--- config.mk ---
export PLATFORM = sky130hd
export DESIGN_NAME = ret_addr_stack_ckpt
export DESIGN_NICKNAME = d
export VERILOG_FILES = /design/src/rtl/ret_addr_stack_ckpt.sv
export SDC_FILE = /design/constraint.sdc
export NUM_CORES = 1
export LEC_CHECK = 0
export ABC_AREA = 1
export BUFFER_PORTS_ARGS = -buffer_cell sky130_fd_sc_hd__buf_2
export CORE_MARGIN = 2
export CORE_UTILIZATION = 62
export CTS_CLUSTER_SIZE = 28
export DETAILED_ROUTE_END_ITERATION = 12
export PLACE_DENSITY = 0.81
export SYNTH_ARGS = -nofsm -noshare
export SYNTH_HDL_FRONTEND = slang
export SYNTH_SLANG_ARGS = --single-unit
--- constraint.sdc ---
create_clock -name cpu_clk -period 14 [get_ports cpu_clk]
set_input_delay 0.7 -clock cpu_clk [delete_from_list [all_inputs] [get_ports cpu_clk]]
set_output_delay 0.7 -clock cpu_clk [all_outputs]
set_load 0.01 [all_outputs]
--- src/rtl/ret_addr_stack_ckpt.sv ---
// Return-address stack with circular overwrite, atomic pop+push and
// multi-slot checkpoint/restore for speculative fetch recovery.
module ret_addr_stack_ckpt #(
  parameter int unsigned ADDR_WIDTH = 32,
  parameter int unsigned DEPTH      = 8,
  parameter int unsigned NUM_CKPT   = 4,
  localparam int unsigned CNT_W     = $clog2(DEPTH + 1),
  localparam int unsigned PTR_W     = $clog2(DEPTH),
  localparam int unsigned CKPT_W    = (NUM_CKPT > 1) ? $clog2(NUM_CKPT) : 1
) (
  input  logic                  cpu_clk,
  input  logic                  cpu_rst,
  input  logic                  push,
  input  logic [ADDR_WIDTH-1:0] push_addr,
  input  logic                  pop,
  input  logic                  ckpt_save,
  input  logic [CKPT_W-1:0]     ckpt_save_id,
  input  logic                  ckpt_restore,
  input  logic [CKPT_W-1:0]     ckpt_restore_id,
  output logic [ADDR_WIDTH-1:0] ret_addr,
  output logic                  stack_empty,
  output logic                  stack_full,
  output logic [CNT_W-1:0]      stack_cnt,
  output logic                  overflow_evt
);

  logic [ADDR_WIDTH-1:0] mem [DEPTH];
  logic [PTR_W-1:0]      tos;
  logic [CNT_W-1:0]      cnt;

  logic [PTR_W-1:0]      ckpt_tos [NUM_CKPT];
  logic [CNT_W-1:0]      ckpt_cnt [NUM_CKPT];
  logic [ADDR_WIDTH-1:0] ckpt_top [NUM_CKPT];

  logic [PTR_W-1:0]      tos_n;
  logic [CNT_W-1:0]      cnt_n;
  logic                  wr_en;
  logic [PTR_W-1:0]      wr_idx;
  logic [ADDR_WIDTH-1:0] wr_data;
  logic                  ovf_n;
  logic                  full;
  logic                  save_en;

  assign full        = (cnt == CNT_W'(DEPTH));
  assign ret_addr    = mem[tos];
  assign stack_empty = (cnt == '0);
  assign stack_full  = full;
  assign stack_cnt   = cnt;
  assign save_en     = ckpt_save && !ckpt_restore;

  // Next-state selection; restore overrides every other request.
  always_comb begin
    tos_n   = tos;
    cnt_n   = cnt;
    wr_en   = 1'b0;
    wr_idx  = tos;
    wr_data = push_addr;
    ovf_n   = 1'b0;
    if (ckpt_restore) begin
      tos_n   = ckpt_tos[ckpt_restore_id];
      cnt_n   = ckpt_cnt[ckpt_restore_id];
      wr_en   = 1'b1;
      wr_idx  = ckpt_tos[ckpt_restore_id];
      wr_data = ckpt_top[ckpt_restore_id];
    end else if (push && (!pop || cnt == '0)) begin
      tos_n  = tos + PTR_W'(1);
      wr_en  = 1'b1;
      wr_idx = tos + PTR_W'(1);
      cnt_n  = full ? cnt : cnt + CNT_W'(1);
      ovf_n  = full;
    end else if (push && pop) begin
      wr_en = 1'b1;
    end else if (pop && cnt != '0) begin
      tos_n = tos - PTR_W'(1);
      cnt_n = cnt - CNT_W'(1);
    end
  end

  always_ff @(posedge cpu_clk or posedge cpu_rst) begin
    if (cpu_rst) begin
      tos          <= '0;
      cnt          <= '0;
      overflow_evt <= 1'b0;
      for (int i = 0; i < int'(DEPTH); i++) mem[i] <= '0;
      for (int i = 0; i < int'(NUM_CKPT); i++) begin
        ckpt_tos[i] <= '0;
        ckpt_cnt[i] <= '0;
        ckpt_top[i] <= '0;
      end
    end else begin
      tos          <= tos_n;
      cnt          <= cnt_n;
      overflow_evt <= ovf_n;
      if (wr_en) mem[wr_idx] <= wr_data;
      // Snapshot uses the pre-update state of this cycle.
      if (save_en) begin
        ckpt_tos[ckpt_save_id] <= tos;
        ckpt_cnt[ckpt_save_id] <= cnt;
        ckpt_top[ckpt_save_id] <= mem[tos];
      end
    end
  end

endmodule
==> results.cfg, run 1 <==
[timing]
final_sum_of_negative_setup_slack_ps = 0
min_period_ps = 4850
hold_violations = 0
final_critical_path_setup_slack_ps = 9150
timing.max_slew.rel_slack_pct = 10.8
measured_slew_at_the_worst_slew_check_pin_ps = 1330
period_utilization_pct = 34.7
grt_setup_unrepaired = false
worst_hold_slack_ps = 298
skew_ps = 19.4
highest_achievable_clock_rate_mhz = 206
report.final.setup_viol = 0
finalMaxSlewViolations = 0

[layout]
post_route_cells_drive_above_1_share_pct = 8.95
most_frequent_standard_cell_in_the_layout_excluding_fill_and_tap_cells = sky130_fd_sc_hd__nand2_1
antenna_cells = 0
final_cell_area_um2 = 21700
layout.cells.non_filler = 2883
synthToLayoutAreaGrowth_pct = 8.07
nets = 2499
final_core_util_pct = 68.3
layout_common_cells = sky130_fd_sc_hd__nand2_1 (800), sky130_fd_sc_hd__dfrtp_1 (418), sky130_fd_sc_hd__o21ai_0 (320), sky130_fd_sc_hd__nor2_1 (310), sky130_fd_sc_hd__nand3_1 (209)

[routing]
ant_nets = 0
via_per_inst = 6.21
wirelength_um = 56000
dr.first_iter.drc_count = 2082
wire_per_inst_um = 19.4
first_pass_iters = 6
num_vias = 17910
drt_drc = 0

[setup_path]
start_kind = flip-flop
critPathMaxStageDelay_ps = 1040
critical_path.startpoint = tos[0]
destination_of_the_worst_register_to_register_timing_path = mem[183]
crit_end_element = flip-flop
criticalPathCategory = reg2reg
worstPathArrival_ps = 5290
path_max_fanout = 66
r2r-start = tos[0]
crit_top_cell = sky130_fd_sc_hd__nand2_1
crit_chain = clkinv_2 -> ha_1 -> nand4_1 -> nand2_1 -> nor2_1 -> nor2_4 -> buf_4 -> nand2_1 -> nand2_1 -> nand2_1
critPathSlowestCell = sky130_fd_sc_hd__nand2_1
worst_r2r_path_depth = 10
reg2reg_slack_ps = 9150
worstSetupEndpoint = mem[183]
worstPathRequired_ps = 14430

[clock_network]
post_cts.repair.setup_buffers = 0
worst_skew_pair.late_latency_ps = 560
clock_tree.htree_level_count = 2
clock_tree.root_cell = sky130_fd_sc_hd__clkbuf_16
ctsLongestPathBuffers = 3
cts_tree = built
clock_buffer_count_from_cts = 43
clock_sink_count = 420
clkSlewWorstSetupHoldPaths_ps = 60
post_cts_resize_count = 0
cts_hold_buffers = 0

[yosys]
synth.top_cells.by_area = sky130_fd_sc_hd__dfrtp_1 (52%), sky130_fd_sc_hd__nand2_1 (15%), sky130_fd_sc_hd__o21ai_0 (8.0%), sky130_fd_sc_hd__nor2_1 (5.8%), sky130_fd_sc_hd__nand3_1 (5.3%)
netlist_instances = 2492
postSynthAreaPerCell_um2 = 8.04
synth-edff-count = 0
ys_seq_elements = 420
synth_fp_nets = 2539
synth.top_cell.area_share_pct = 52.4
synth_sequential_area_ratio_pct = 52.4
synth_top_cell_by_area = sky130_fd_sc_hd__dfrtp_1
synthesis.area_um2 = 20000
asyncSetResetFlopFracSynth_pct = 100
synth_cell_types = 31
synth_warnings = 0
ys_dominant_reg_cell = sky130_fd_sc_hd__dfrtp_1

[global_route]
grt_max_degree = 119
grt_pass1_wl_um = 91900
grt_remaining_overflow = 0
use_met2_pct = 54.4
grt_pass1_vias = 17539
use_met3_pct = 5.23
grt_use_total_pct = 34.2
grt_antenna_before_repair = 0
groute.layer.met1.usage_pct = 44.8
top_usage_layer = met2

[floorplanning]
core_area_um2 = 31700
pin_count = 81
rows = 65
initial_utilization_pct = 63.2
floorplan.die_area_um2 = 33800
die-height_um = 184
dieWidth_um = 184

[placed_design]
port_buffer_cells = 80
place.gp.congestion = 0.838
dp.cells = 2809
preCtsSetupSlack_ps = 9130
hpwlAfterDp_um = 31200
post_placement_cell_area_um2 = 20100

[job]
drv_cap = 0

[power_and_ir_drop]
worst_ir_drop_vdd_v = 0.000162
power-per-cell-area_nw_per_um2 = 232
total_power_mw = 5.02
static_leakage_nw = 10.9

[status]
run_status = finished, final reports clean

[min_path]
worstHoldPathType = in2async
[worst min path at each step]
stage | to | slack [ps] | depth (start not counted)
2_1_floorplan | mem[191] | 440 | 2
3_3_place_gp | mem[213] | 450 | 2
3_5_place_dp | mem[85] | 450 | 2
4_1_cts | ckpt_top[119] | 360 | 2
5_1_grt | ckpt_top[119] | 340 | 2
6_report | ckpt_top[119] | 300 | 2
[power by group]
group          internal [mW]  total [mW]  switching (mW)
Combinational          0.524        1.70            1.18
Clock                  0.765        1.24           0.477
Sequential              1.76        2.07           0.307
[sequential cells by signal, summed over array words and instances (netlist names)]
signal        flops
ckpt_cnt         16
mem             256
ckpt_top        128
stack_cnt         4
overflow_evt      1
tos               3
ckpt_tos         12
[layout make-up]
| cell class | count | area [um2] |
|---|---|---|
| flip-flops and latches | 420 | 10500 |
| fillers | 2541 | 10100 |
| multi-input cells | 1821 | 8290 |
| clock buffers | 61 | 1290 |
| repair buffers | 102 | 568 |
| well taps | 402 | 503 |
| inverters | 64 | 259 |
| clock inverters | 13 | 243 |
[cell families after synthesis]
kind of cell	after synthesis	synth area share [%]
buffers and inverters	251	6.32
and+or+nand+nor	1346	27.1
adders and majority gates	5	0.350
xor gates and xnor gates	1	0.0437
DFF	420	52.4
AOI/OAI and AO/OA	469	13.8
[critical path: cells and delay by family (launching register included)]
family                   cells  cell delay [ps]
adder cells (fa/ha/maj)      1              600
AND/OR/NAND/NOR              7             1780
flip-flops                   1              810
buffers and inverters        2             1410
[cells in the mapped netlist, types with 2 or more instances]
master,count
sky130_fd_sc_hd__inv_1,58
sky130_fd_sc_hd__nand3_1,213
sky130_fd_sc_hd__a31oi_2,19
sky130_fd_sc_hd__o22ai_1,3
sky130_fd_sc_hd__o211ai_1,2
sky130_fd_sc_hd__nor2_4,5
sky130_fd_sc_hd__dfrtp_1,420
sky130_fd_sc_hd__ha_1,4
sky130_fd_sc_hd__nor2_1,310
sky130_fd_sc_hd__o21ai_0,320
sky130_fd_sc_hd__inv_4,2
sky130_fd_sc_hd__buf_6,23
sky130_fd_sc_hd__o221ai_1,64
sky130_fd_sc_hd__nand2_1,800
sky130_fd_sc_hd__a21oi_1,3
sky130_fd_sc_hd__nand2_2,8
sky130_fd_sc_hd__o21ai_1,44
sky130_fd_sc_hd__inv_2,3
sky130_fd_sc_hd__clkbuf_1,88
sky130_fd_sc_hd__buf_1,5
sky130_fd_sc_hd__nand3_2,3
sky130_fd_sc_hd__a31oi_1,14
sky130_fd_sc_hd__buf_2,50
sky130_fd_sc_hd__nand4_1,4
sky130_fd_sc_hd__buf_4,21
[per-layer routing]
metal  part of all wire [%]  up-vias
li1                       -     8091
met1                     39     8645
met2                     46      982
met3                    8.8      192
met4                    6.2        0
met5                      0        -
No activity file was read; power rests on OpenSTA's default activity.
==> run 2, diff against run 1 <==
clock period = 5 ns   (was 14 ns; I/O delays follow)
==> run 2 against run 1 <==
  * Flip-flop and latch count stayed put
  * Core utilization is 0.059 points higher
  * Combinational power grew to 2.8 times the previous value
  * Register-to-register slack worse by 8300 ps
  * Critical path depth is 1 lower
  * Hold slack worse by 190 ps
  * Clock skew is 4.0 ps lower
  * Clock power grew to 2.7 times the previous value
  * Global-route usage is 0.28 points higher
  * Largest power group unchanged
==> results.cfg, run 2 (synthesis gave the netlist of run 1 again) <==
[setup_path]
worstPathArrival_ps = 4540
path_max_fanout = 61
worst_r2r_path_depth = 9
crit_top_cell = sky130_fd_sc_hd__nand2_1
critPathMaxStageDelay_ps = 810
crit_end_element = flip-flop
critPathSlowestCell = sky130_fd_sc_hd__clkinv_2
cp_num_buf_inv = 1
crit_chain = clkinv_2 -> ha_1 -> nand4_1 -> nand2_1 -> nor2_1 -> nor2_4 -> nand2_2 -> nand2_1 -> nand2_1
critical_path_cell_count = 9
start_kind = flip-flop
criticalPathCategory = reg2reg
worstPathRequired_ps = 5410
critical_path.top_delay_family = simple AND/OR/NAND/NOR gates

[global_route]
grt_pass1_wl_um = 92300
grt_remaining_overflow = 0
grt_pass1_vias = 17529
grt_use_total_pct = 34.5
grt_antenna_before_repair = 0
grt_max_degree = 186

[job]
drv_cap = 0

[routing]
num_vias = 17919
drt_drc = 0
dr.first_iter.drc_count = 2057
wirelength_um = 57000
ant_nets = 0
wire_per_inst_um = 19.7
first_pass_iters = 5
via_per_inst = 6.20

[floorplanning]
die-height_um = 184
floorplan.die_area_um2 = 33800
pin_count = 81
initial_utilization_pct = 63.2
core_area_um2 = 31700
rows = 65
dieWidth_um = 184

[layout]
final_cell_area_um2 = 21700
final_core_util_pct = 68.4
layout_common_cells = sky130_fd_sc_hd__nand2_1 (800), sky130_fd_sc_hd__dfrtp_1 (418), sky130_fd_sc_hd__o21ai_0 (320), sky130_fd_sc_hd__nor2_1 (310), sky130_fd_sc_hd__nand3_1 (209)
top_register_by_number_of_flip_flops = mem
layout_top_registers = mem x256, ckpt_top x128, ckpt_cnt x16
antenna_cells = 0
layout.cells.non_filler = 2888
nets = 2507
area.sequential_um2 = 10500
post_route_cells_drive_above_1_share_pct = 9.01
multi_input_comb_area_um2 = 8290
filler_cell_count = 2483
synthToLayoutAreaGrowth_pct = 8.16
largest_register_ffs = 256
most_frequent_standard_cell_in_the_layout_excluding_fill_and_tap_cells = sky130_fd_sc_hd__nand2_1

[timing]
grt_setup_unrepaired = false
final_critical_path_setup_slack_ps = 873
period_utilization_pct = 82.5
worst_hold_slack_ps = 112
highest_achievable_clock_rate_mhz = 242
timing.max_slew.rel_slack_pct = 24.4
hold_violations = 0
skew_ps = 15.4
final_sum_of_negative_setup_slack_ps = 0
measured_slew_at_the_worst_slew_check_pin_ps = 1130
report.final.setup_viol = 0
finalMaxSlewViolations = 0
min_period_ps = 4130

[clock_network]
cts_hold_buffers = 1
post_cts_resize_count = 0
cts_tree = built
clkSlewWorstSetupHoldPaths_ps = 60
clock_tree.htree_level_count = 2
post_cts.repair.setup_buffers = 0
clock_buffer_count_from_cts = 44
clock_sink_count = 420
ctsLongestPathBuffers = 3
worst_skew_pair.late_latency_ps = 550
clock_tree.root_cell = sky130_fd_sc_hd__clkbuf_16

[status]
run_status = finished, final reports clean

[power_and_ir_drop]
power-per-cell-area_nw_per_um2 = 644
total_power_mw = 14.0
static_leakage_nw = 10.9
worst_ir_drop_vdd_v = 0.000433

[placed_design]
place.gp.congestion = 0.830
hpwlAfterDp_um = 31500
dp.cells = 2815
port_buffer_cells = 80
preCtsSetupSlack_ps = 1060
post_placement_cell_area_um2 = 20200

[min_path]
worstHoldPathType = in2reg
min_delay_path_depth = 3
-- run 2: cell count changes in the layout (fill, tap and decap cells not counted), sizes merged --
cell	before	now
buf	102	108
clkbuf	61	59
clkinvlp	1	3
bufinv	7	6
dlygate4sd3	0	1
inv	63	62
-- run 2: final cells by class --
type	count	area share, %
timing repair buffer	109	3.05
inverter	64	1.18
clock inverter	13	1.02
multi-input combinational	1821	38.2
sequential	420	48.5
clock buffer	59	5.71
tap	402	2.32
-- run 2: power by group --
group	total [mW]	internal, mW	switching, mW
Sequential	5.82	4.93	0.890
Clock	3.36	2.03	1.33
Combinational	4.78	1.48	3.29
Total	14.0	8.45	5.51
-- run 2: tightest hold or removal path: cells and delay by family --
family	cells	cell delay (ps)
buf+inv	1	170
simple gates	2	180
-- run 2: per-layer routing --
metal	vias up	share of wire [%]	global-route usage [%]
met1	8635	39	45.2
met2	987	47	56.1
met3	200	9.0	5.07
met5	-	0	0
li1	8097	-	-
met4	0	5.3	18.3
-- run 2: final timing paths --
kind | start | endpoint | slack, ps
max in group asynchronous | cpu_rst | tos[0] | 2950
worst min-delay path | push | overflow_evt | 110
worst max register to register | tos[0] | mem[151] | 870
worst min register to register | mem[56] | mem[56] | 460
worst max-delay path | tos[0] | mem[151] | 870
min in group asynchronous | cpu_rst | ckpt_top[26] | 390
